==> src/rtl/ct_biu_csr_access_ctrl.sv <==
// BIU CSR access sequencer: turns one arbitrated CSR request into a registered L2 req/ack access.
// Optional macro CT_BIU_CSR_TIMEOUT_EN forces completion after TIMEOUT_CYC REQ cycles without ack.
module ct_biu_csr_access_ctrl #(
  parameter int TIMEOUT_CYC = 255,
  parameter int ADDR_W      = 12
) (
  input  logic                forever_cpuclk,
  input  logic                cpurst,
  input  logic                biu_csr_sel,
  input  logic [15:0]         biu_csr_op,
  input  logic [63:0]         biu_csr_wdata,
  output logic                biu_csr_cmplt,
  output logic [127:0]        biu_csr_rdata,
  output logic                biu_l2_csr_req,
  output logic                biu_l2_csr_wr,
  output logic [ADDR_W-1:0]   biu_l2_csr_addr,
  output logic [63:0]         biu_l2_csr_wdata,
  input  logic                l2_biu_csr_ack,
  input  logic [127:0]        l2_biu_csr_rdata,
  output logic                biu_csr_busy,
  output logic                biu_csr_timeout
);

  localparam logic [1:0] IDLE  = 2'd0;
  localparam logic [1:0] REQ   = 2'd1;
  localparam logic [1:0] CMPLT = 2'd2;
  localparam logic [1:0] DROP  = 2'd3;

  logic [1:0] state;
  logic [1:0] cmd;
  logic       rd_capture;
  logic       timeout_hit;
  logic       timeout_q;
  logic       unused_op_bits;

  assign cmd            = biu_csr_op[15:14];
  assign unused_op_bits = ^biu_csr_op[13:12];

`ifdef CT_BIU_CSR_TIMEOUT_EN
  logic [7:0] to_cnt;

  // Counter is zero whenever REQ is entered because it is held clear outside REQ.
  always_ff @(posedge forever_cpuclk) begin
    if (cpurst) begin
      to_cnt <= 8'd0;
    end else if (state != REQ) begin
      to_cnt <= 8'd0;
    end else if (!l2_biu_csr_ack) begin
      to_cnt <= to_cnt + 8'd1;
    end
  end

  assign timeout_hit = (to_cnt == 8'(TIMEOUT_CYC - 1));
`else
  logic [7:0] unused_timeout_cfg;

  assign unused_timeout_cfg = 8'(TIMEOUT_CYC);
  assign timeout_hit        = 1'b0;
`endif

  always_ff @(posedge forever_cpuclk) begin
    if (cpurst) begin
      state            <= IDLE;
      biu_l2_csr_req   <= 1'b0;
      biu_l2_csr_wr    <= 1'b0;
      biu_l2_csr_addr  <= '0;
      biu_l2_csr_wdata <= 64'h0;
      biu_csr_rdata    <= 128'h0;
      biu_csr_cmplt    <= 1'b0;
      timeout_q        <= 1'b0;
      rd_capture       <= 1'b0;
    end else begin
      biu_csr_cmplt <= 1'b0;
      timeout_q     <= 1'b0;
      case (state)
        IDLE: begin
          if (biu_csr_sel) begin
            if (cmd != 2'b00) begin
              biu_l2_csr_addr  <= biu_csr_op[ADDR_W-1:0];
              biu_l2_csr_wr    <= cmd[1];
              biu_l2_csr_wdata <= biu_csr_wdata;
              rd_capture       <= cmd[0];
              biu_l2_csr_req   <= 1'b1;
              state            <= REQ;
            end else begin
              // Invalid command completes locally without touching L2.
              biu_csr_rdata <= 128'h0;
              biu_csr_cmplt <= 1'b1;
              state         <= CMPLT;
            end
          end
        end
        REQ: begin
          if (l2_biu_csr_ack) begin
            biu_csr_rdata  <= rd_capture ? l2_biu_csr_rdata : 128'h0;
            biu_l2_csr_req <= 1'b0;
            biu_csr_cmplt  <= 1'b1;
            state          <= CMPLT;
          end else if (timeout_hit) begin
            biu_csr_rdata  <= 128'h0;
            biu_l2_csr_req <= 1'b0;
            biu_csr_cmplt  <= 1'b1;
            timeout_q      <= 1'b1;
            state          <= CMPLT;
          end
        end
        CMPLT: begin
          state <= DROP;
        end
        default: begin
          // Requester must release sel before another access is accepted.
          if (!biu_csr_sel) begin
            state <= IDLE;
          end
        end
      endcase
    end
  end

  assign biu_csr_busy    = (state != IDLE);
  assign biu_csr_timeout = timeout_q;

endmodule

==> config.mk <==
export PLATFORM = sky130hd
export DESIGN_NAME = ct_biu_csr_access_ctrl
export DESIGN_NICKNAME = d
export VERILOG_FILES = /design/src/rtl/ct_biu_csr_access_ctrl.sv
export SDC_FILE = /design/constraint.sdc
export NUM_CORES = 1
export LEC_CHECK = 0
export CORE_AREA = 2 2 164 166
export CTS_CLUSTER_DIAMETER = 100
export DETAILED_ROUTE_END_ITERATION = 7
export DIE_AREA = 0 0 166 168
export PLACE_DENSITY = 0.65
export SLEW_MARGIN = 20
export SYNTH_ARGS = -nofsm -noshare
export SYNTH_HDL_FRONTEND = slang
export SYNTH_SLANG_ARGS = --single-unit
==> constraint.sdc <==
create_clock -name forever_cpuclk -period 2.9 [get_ports forever_cpuclk]
set_input_delay 0.29 -clock forever_cpuclk [delete_from_list [all_inputs] [get_ports forever_cpuclk]]
set_output_delay 0.29 -clock forever_cpuclk [all_outputs]
set_load 0.05 [all_outputs]
==> results of run 1 <==
## registers in the layout (all words and copies together), names as in the netlist
register / count
biu_l2_csr_wr: 1
biu_csr_rdata: 128
biu_csr_cmplt: 1
rd_capture: 1
biu_l2_csr_addr: 12
state: 2
biu_l2_csr_req: 1
biu_l2_csr_wdata: 64
## synthesized netlist by cell type (all sizes together) (2+ instances only)
| cell | count |
|---|---|
| dfxtp | 210 |
| nand3 | 2 |
| o21ai | 3 |
| nand2 | 412 |
| buf | 27 |
| clkbuf | 42 |
| inv | 5 |
| mux2i | 128 |
| ha | 6 |
| a21oi | 79 |
| nand2b | 2 |
## metrics by stage
| step | setup WS, ns | hold slack [ns] | total power, mW | util, % |
|---|---|---|---|---|
| floorplan | 1.16 | 0.426 | 5.49 | - |
| global placement | 0.652 | 0.440 | 6.22 | 47.6 |
| detailed placement | 0.586 | 0.446 | 6.24 | 47.6 |
| CTS | 0.253 | 0.133 | 9.46 | 50.8 |
| global route | 0.172 | 0.148 | 9.73 | 50.8 |
| finish | 0.293 | 0.153 | 9.31 | 50.8 |
## how the worst max path moves through the flow
stage,from,to,slack [ns]
floorplan,state[0],state[1],1.16
global placement,biu_csr_op[14],biu_csr_rdata[125],0.65
detailed placement,biu_csr_op[14],biu_csr_rdata[109],0.59
CTS,state[0],biu_csr_busy,0.25
global route,state[0],biu_csr_busy,0.17
finish,state[0],biu_csr_busy,0.29
## routing by layer
| layer | share of wire [%] | vias up |
|---|---|---|
| met5 | 0 | - |
| met4 | 3.3 | 0 |
| met3 | 8.8 | 49 |
| met2 | 46 | 308 |
| met1 | 42 | 3477 |
| li1 | - | 3798 |
## kinds of logic (layout without fill, tap and decap cells)
kind of cell             after synthesis  count (layout)  synth area share (%)
flip-flops                           210             210                  51.0
other                                  1               1                0.0455
AND/OR/NAND/NOR                      425             425                  20.0
adder cells (fa/ha/maj)                6               6                 0.912
buffers and inverters                 74             482                  6.32
AO/OA/AOI/OAI                         91              91                  6.02
multiplexers                         129             129                  15.7
## layout make-up
type	instances	area share (%)
clock buffers	40	6.09
clock inverters	5	0.234
inverters	5	0.159
multi-input cells	652	26.3
flip-flops and latches	210	31.4
well taps	341	3.19
repair buffers	432	32.7
## power groups by stage
stage	Sequential, mW	Combinational (mW)	Clock (mW)
CTS	3.19	3.00	3.27
floorplan	3.85	1.65	0
global placement	3.24	2.98	0
detailed placement	3.25	2.99	0
global route	3.21	3.16	3.36
finish	3.19	2.96	3.16
## placed cells by master, fill, tap and decap left out, drive strengths merged, types with 2 or more instances in the layout
master,synthesis,routed
clkdlybuf4s50,0,416
inv,5,6
a21oi,79,79
nand2,412,412
mux2i,128,128
nand2b,2,2
nand3,2,2
ha,6,6
clkbuf,42,40
o21ai,3,3
clkinv,0,4
dfxtp,210,210
buf,27,16
==> results_dict.tcl, run 1 <==
set metrics [dict create \
    finClkSkew_ns 0.0131 \
    grt_remaining_overflow 0 \
    cpPeakStageDelay_ns 0.86 \
    synth-edff-count 0 \
    min_period_over_period_pct 89.9 \
    p_leak_nw 5.36 \
    fill_cells 2424 \
    syn_area_per_cell_um2 8.80 \
    cap_violations 0 \
    die_area_mm2 0.0279 \
    cts_buffer_depth 3 \
    path_cells "inv_1 -> ha_1 -> inv_1 -> clkdlybuf4s50_1" \
    core_area_mm2 0.0264 \
    synthesis.area_mm2 0.00824 \
    p_seq_share_pct 34.3 \
    slew_headroom_pct 47.3 \
    grt_pass1_vias 7477 \
    yosys-top-cells-area "dfxtp_1, nand2_1, mux2i_1, a21oi_1, buf_12" \
    slew_violations 0 \
    grt.busiest_layer "met2" \
    yosys.area.top_type_share_pct 51.0 \
    die_w_um 166 \
    crit_family "buffers and inverters" \
    critPathKind "flop to output port" \
    fin_nets 1545 \
    cts_resized 0 \
    fin_setup_tns_ns 0 \
    async_reset_ff_share_pct 0 \
    placed_area_mm2 0.0125 \
    synth_nets 1154 \
    fmax_ghz 0.384 \
    cp-start-kind "flop" \
    cts.clk_slew.worst_paths_ns 0.06 \
    timing.rr.end "biu_csr_rdata[82]" \
    place_inst 1640 \
    netlist_instances 936 \
    intPower_mw 6.19 \
    cts.sinks 210 \
    rows 60 \
    totalWireLength_um 25800 \
    worstSetupPathDepth 4 \
    first_iter_violations 384 \
    clk_latency_ns 0.52 \
    crit_path_top_delay_cell "clkdlybuf4s50_1" \
    hold_violations 0 \
    p_sw_share_pct 33.5 \
    vias 7632 \
    gp_congestion 0.743 \
    grt_util_met3_pct 6.18 \
    multi_input_area_mm2 0.00351 \
    end_kind "output port" \
    area_delta_synth_final_pct 62.5 \
    routed_via_density 4.53 \
    ctsHoldBuffers 0 \
    switchingPower_mw 3.11 \
    io_pins 421 \
    start_util_pct 31.3 \
    ir_worst_vdd_mv 0.478 \
    routedWlPerCell_um 15.3 \
    worstPathRequired_ns 2.61 \
    cts_root_buf "clkbuf_16" \
    hold_path.class "primary input to flop" \
    hp-start "cpurst" \
    path_max_fanout 6 \
    grt_setup_unrepaired "false" \
    ys_ff_latch 210 \
    r2r_slack_ns 0.69 \
    period_minus_slack_ns 2.61 \
    regArea_mm2 0.00420 \
    cts_tree "yes" \
    drtPass1Iterations 4 \
    ys.flop_type "dfxtp_1" \
    seq_area_frac_synth_pct 51.0 \
    use_met1_pct 21.2 \
    drc 0 \
    crit_buf_inv 3 \
    status "finished clean" \
    drive_gt1_share_pct 4.91 \
    finalSetupViolCount 0 \
    portBuffers 417 \
    yosys_warnings 0 \
    antenna_left 0 \
    worstMarginPinSlew_ns 0.791 \
    fin_area_mm2 0.0134 \
    htree_num_levels 1 \
    clock_power_share_pct 33.9 \
    r2r_cells 6 \
    crit_arrival_ns 2.32 \
    cts_inserted_buffers 26 \
    postCtsSetupBuffers 0 \
    r2r_start "state[0]" \
    min_to "biu_l2_csr_wdata[6]" \
    detailed_place_hpwl_um 17900 \
    met2_usage_pct 29.2 \
    grt_max_degree 77 \
    cp_common_cell "inv_1" \
    grt_first_pass_wirelength_um 40400 \
    p_per_area_mw_per_mm2 695 \
    grtUsageTotal_pct 17.5 \
    ys_types 35 \
    layout.cells.non_filler 1685 \
    combPwrFrac_pct 31.8 \
    antenna_found_initial 0 \
    n_antenna_cell 0 \
    hold_path_depth 2 \
    synth_largest_area_cell "dfxtp_1" \
    die_h_um 168 \
]
Power figures use the tool's default switching activity.
==> run 2: changes to the inputs <==
- CORE_AREA: 2 2 164 166 -> 2 2 165 167
- DIE_AREA: 0 0 166 168 -> 0 0 167 169
- PLACE_DENSITY: 0.65 -> 0.64
- clock period: 2.9 -> 2.68 ns (I/O delays scaled with it)
==> run 2 against run 1 <==
- die area is 1.2% higher
- core utilization is 0.24 points lower
- wire length is 0.49% lower
- cell count is 0.12% lower
- combinational power is 9.5% higher
- non-clock buffer count is 1 higher
- sequential share of layout area hardly changed
- critical path type unchanged
- highest routed layer unchanged
==> results_dict.tcl, run 2 (synthesis gave the netlist of run 1 again) <==
set metrics [dict create \
    area_delta_synth_final_pct 62.7 \
    reg_top3 "biu_csr_rdata (128), biu_l2_csr_wdata (64), biu_l2_csr_addr (12)" \
    die_area_mm2 0.0282 \
    largest_register_ffs 128 \
    fin_nets 1545 \
    cap_violations 0 \
    first_iter_violations 340 \
    cp-start-kind "flop" \
    ir_worst_vdd_mv 0.534 \
    finalSetupViolCount 0 \
    worstPathRequired_ns 2.41 \
    rows 60 \
    r2r_cells 6 \
    clk_latency_ns 0.51 \
    drtPass1Iterations 5 \
    cts.clk_slew.worst_paths_ns 0.06 \
    n_antenna_cell 0 \
    portBuffers 417 \
    io_pins 421 \
    antenna_found_initial 0 \
    hold_violations 0 \
    timing.rr.end "biu_csr_rdata[87]" \
    grt_first_pass_wirelength_um 39100 \
    core_area_mm2 0.0265 \
    start_util_pct 31.1 \
    fill_cells 2465 \
    grt_max_degree 81 \
    totalWireLength_um 25700 \
    cts_resized 0 \
    startpoint "state[0]" \
    fin_setup_tns_ns 0 \
    fin_ws_ns 0.0854 \
    grt_pass1_vias 7197 \
    utilization_pct 50.5 \
    antenna_left 0 \
    p_per_area_mw_per_mm2 757 \
    grt_remaining_overflow 0 \
    final_cell_mix "clkdlybuf4s50_1, nand2_1, dfxtp_1" \
    status "finished clean" \
    die_h_um 169 \
    cts_root_buf "clkbuf_16" \
    finClkSkew_ns 0.0200 \
    vias 7568 \
    critPathKind "flop to output port" \
    path_max_fanout 6 \
    r2r_slack_ns 0.53 \
    routed_via_density 4.50 \
    min_period_over_period_pct 96.8 \
    grtUsageTotal_pct 16.9 \
    routedWlPerCell_um 15.3 \
    slew_violations 0 \
    crit_path_top_delay_cell "clkdlybuf4s50_1" \
    drive_gt1_share_pct 4.40 \
    p_leak_nw 5.36 \
    end_kind "output port" \
    cp_common_cell "inv_1" \
    cts_tree "yes" \
    layout_commonest_cell "clkdlybuf4s50_1" \
    grt_setup_unrepaired "false" \
    crit_arrival_ns 2.33 \
    r2r_start "state[0]" \
    cpPeakStageDelay_ns 0.88 \
    cts_buffer_depth 3 \
    die_w_um 167 \
    cts_inserted_buffers 25 \
    gp_congestion 0.785 \
    cp-endpoint "biu_csr_busy" \
    worstMarginPinSlew_ns 0.912 \
    dp_slack_ns 0.427 \
    regMostFlops "biu_csr_rdata" \
    fmax_ghz 0.385 \
    htree_num_levels 1 \
    drc 0 \
    slew_headroom_pct 39.2 \
    hold_path.class "primary input to flop" \
    path_cells "inv_1 -> ha_1 -> inv_1 -> clkdlybuf4s50_1" \
    period_minus_slack_ns 2.59 \
    postCtsSetupBuffers 0 \
    detailed_place_hpwl_um 18200 \
    cts.sinks 210 \
]
## run 2: metal layers
layer / routed length [µm] / vias to the layer above / share of wire (%) / track usage (%)
met2: 12200 / 276 / 48 / 28.9
met5: 0 / - / 0 / 0
met4: 380 / 0 / 1.5 / 3.86
li1: - / 3794 / - / -
met3: 2280 / 32 / 8.9 / 5.56
met1: 10800 / 3466 / 42 / 20.7
## run 2: power breakdown
part | internal [mW] | leakage (nW) | switching, mW
sequential | 3.34 | 1.70 | 0.112
combinational | 1.32 | 3.25 | 1.92
clock | 2.15 | 0.402 | 1.29
total | 6.80 | 5.36 | 3.33
## run 2: layout make-up
type | instances | area (µm²) | share of cell area [%]
clock buffers | 35 | 683 | 5.10
clock inverters | 7 | 141 | 1.06
inverters | 5 | 21.3 | 0.159
multi-input cells | 652 | 3510 | 26.2
flip-flops and latches | 210 | 4200 | 31.4
well taps | 341 | 427 | 3.19
repair buffers | 433 | 4400 | 32.9
## run 2: worst min path at each step
stage | from | endpoint | slack (ns) | depth (start not counted)
after floorplan | biu_csr_op[11] | biu_l2_csr_addr[11] | 0.40 | 2
after global placement | biu_l2_csr_wdata[19] | biu_l2_csr_wdata[19] | 0.44 | 2
after detailed placement | biu_l2_csr_wdata[51] | biu_l2_csr_wdata[51] | 0.45 | 2
after CTS | biu_csr_wdata[20] | biu_l2_csr_wdata[20] | 0.27 | 3
after global routing | l2_biu_csr_rdata[81] | biu_csr_rdata[81] | 0.29 | 3
final | biu_csr_wdata[20] | biu_l2_csr_wdata[20] | 0.30 | 3
## run 2: repair_timing
action                     in CTS  in global routing
hold endpoints to repair        1                  0
setup endpoints to repair       0                  0
hold buffers                    1                  0
## run 2: critical path, delay by kind of cell, from the launching register on
family	cells	cell delay, ns
adder cells (fa/ha/maj)	1	0.28
buffers and inverters	3	1.09
flip-flops	1	0.44
## run 2: metrics by stage
step                std cells  area [µm²]  power, mW  hold slack (ns)
global placement         1640       12600       6.77            0.440
global route             1683       13400       10.6            0.287
floorplan                 936        8240       5.94            0.404
detailed placement       1640       12600       6.79            0.446
CTS                      1683       13400       10.3            0.270
finish                   1683       13400       10.1            0.297
==> run 3: changes to the inputs <==
- CORE_AREA: 2 2 165 167 -> 2 2 163 165
- DIE_AREA: 0 0 167 169 -> 0 0 165 167
- DONT_BUFFER_PORTS: not set -> 1
- PLACE_DENSITY: 0.64 -> 0.45
==> run 3 against run 2 <==
- design area down 15%
- hold slack worse by 0.27 ns
- power down 2.4%
- global-route usage down 0.10 points
- combinational power down 33%
- setup slack better by 0.25 ns
- largest cell class is now sequential cells
- first-iteration DRC count down 12%
- clock-buffer cell count up 1
- sequential power up 21%
- flip-flop and latch count unchanged
- critical endpoint is now biu_l2_csr_wdata[31]
- critical path depth up 3
- clock power up 3%
==> results_dict.tcl, run 3 (synthesis gave the netlist of run 1 again) <==
set metrics [dict create \
    dp_slack_ns 0.459 \
    rows 59 \
    min_period_over_period_pct 87.4 \
    slew_violations 0 \
    area_delta_synth_final_pct 38.3 \
    crit_buf_inv 3 \
    cap_violations 0 \
    place_inst 1219 \
    cts.sinks 210 \
    utilization_pct 44.2 \
    layout.cells.non_filler 1470 \
    fin_nets 1337 \
    fin_ws_ns 0.338 \
    worstPathRequired_ns 3.14 \
    cts_tree "yes" \
    r2r_start "state[1]" \
    fmax_ghz 0.427 \
    drtPass1Iterations 4 \
    ir_worst_vdd_mv 0.672 \
    die_area_mm2 0.0276 \
    cpPeakStageDelay_ns 0.56 \
    finalSetupViolCount 0 \
    period_minus_slack_ns 2.34 \
    status "finished clean" \
    grt_remaining_overflow 0 \
    critPathKind "flop to flop" \
    p_per_area_mw_per_mm2 868 \
    end_kind "flop" \
    clk_latency_ns 0.52 \
    routedWlPerCell_um 17.0 \
    worstMarginPinSlew_ns 0.767 \
    r2r_slack_ns 0.34 \
    grt_max_degree 84 \
    start_util_pct 32.0 \
    crit_path_top_delay_cell "dlygate4sd3_1" \
    grt_setup_unrepaired "false" \
    hold_violations 0 \
    htree_num_levels 1 \
    grtUsageTotal_pct 16.8 \
    layout_commonest_cell "nand2_1" \
    antenna_found_initial 0 \
    postCtsSetupBuffers 0 \
    fill_cells 2531 \
    final_cell_mix "nand2_1, dfxtp_1, dlygate4sd3_1" \
    finClkSkew_ns 0.0100 \
    drc 0 \
    p_leak_nw 4.74 \
    first_iter_violations 300 \
    cts_buffer_depth 3 \
    hp-start "l2_biu_csr_ack" \
    drive_gt1_share_pct 5.73 \
    cp-start-kind "flop" \
    vias 6829 \
    io_pins 421 \
    detailed_place_hpwl_um 16200 \
    core_area_mm2 0.0258 \
    routed_via_density 4.65 \
    gp_congestion 0.730 \
    path_max_fanout 25 \
    grt_first_pass_wirelength_um 37200 \
    crit_family "buffers and inverters" \
    die_w_um 165 \
    portBuffers 0 \
    cts_inserted_buffers 24 \
    hold_path_depth 3 \
    regMostFlops "biu_csr_rdata" \
    timing.rr.end "biu_l2_csr_wdata[31]" \
    cts.clk_slew.worst_paths_ns 0.06 \
    largest_register_ffs 128 \
    path_cells "inv_1 -> ha_1 -> o211a_2 -> buf_12 -> nand2_1 -> a21oi_1 -> dlygate4sd3_1" \
    slew_headroom_pct 48.6 \
    min_to "biu_l2_csr_req" \
    cts_root_buf "clkbuf_16" \
    reg_top3 "biu_csr_rdata (128), biu_l2_csr_wdata (64), biu_l2_csr_addr (12)" \
    n_antenna_cell 0 \
    grt_pass1_vias 6896 \
    r2r_cells 7 \
    die_h_um 167 \
    antenna_left 0 \
    crit_arrival_ns 2.80 \
    fin_setup_tns_ns 0 \
    hold_path.class "primary input to flop" \
    totalWireLength_um 25000 \
]
run 3: worst max-delay path by stage:
stage | cells past startpoint | end | from
final | 7 | biu_l2_csr_wdata[31] | state[1]
after global routing | 7 | biu_l2_csr_wdata[31] | state[1]
after CTS | 7 | biu_l2_csr_wdata[31] | state[1]
after detailed placement | 6 | biu_csr_rdata[80] | state[0]
after global placement | 6 | biu_csr_rdata[0] | state[0]
after floorplan | 5 | state[1] | state[0]
run 3: metal layers:
layer	up-vias	track usage (%)	share of wire, %
met5	-	0	0
met4	0	4.88	2.3
met3	41	6.28	11
met2	301	30.5	50
met1	3101	18.0	38
li1	3386	-	-
run 3: worst min-delay path: stages:
cell and delay [ns]:
nand2_1 0.05, a21oi_1 0.11, a2111oi_0 0.06
run 3: layout make-up:
type	count	area [µm²]	share of cell area, %
well taps	335	419	3.68
repair buffers	226	2360	20.7
clock inverters	6	133	1.16
clock buffers	36	737	6.47
inverters	5	21.3	0.187
multi-input cells	652	3510	30.9
flip-flops and latches	210	4200	36.9
run 3: stage by stage:
| stage | hold WS, ns | instance area, µm² | total power, mW |
|---|---|---|---|
| global route | 0.0316 | 11400 | 10.4 |
| global placement | 0.352 | 8410 | 6.14 |
| CTS | 0.00291 | 11400 | 10.0 |
| finish | 0.0317 | 11400 | 9.89 |
| floorplan | 0.404 | 8240 | 5.94 |
| detailed placement | 0.353 | 8410 | 6.15 |
run 3: power by group:
| group | internal [mW] | leakage [nW] | total, mW | switching [mW] |
|---|---|---|---|---|
| combinational | 0.982 | 2.62 | 2.18 | 1.20 |
| clock | 2.27 | 0.424 | 3.55 | 1.28 |
| sequential | 3.33 | 1.70 | 4.16 | 0.824 |
run 3: timing repair:
action / in CTS / in global routing
gates resized for setup: 0 / 0
hold buffers: 209 / 0
setup endpoints to repair: 0 / 0
endpoints found under the hold margin: 210 / 0
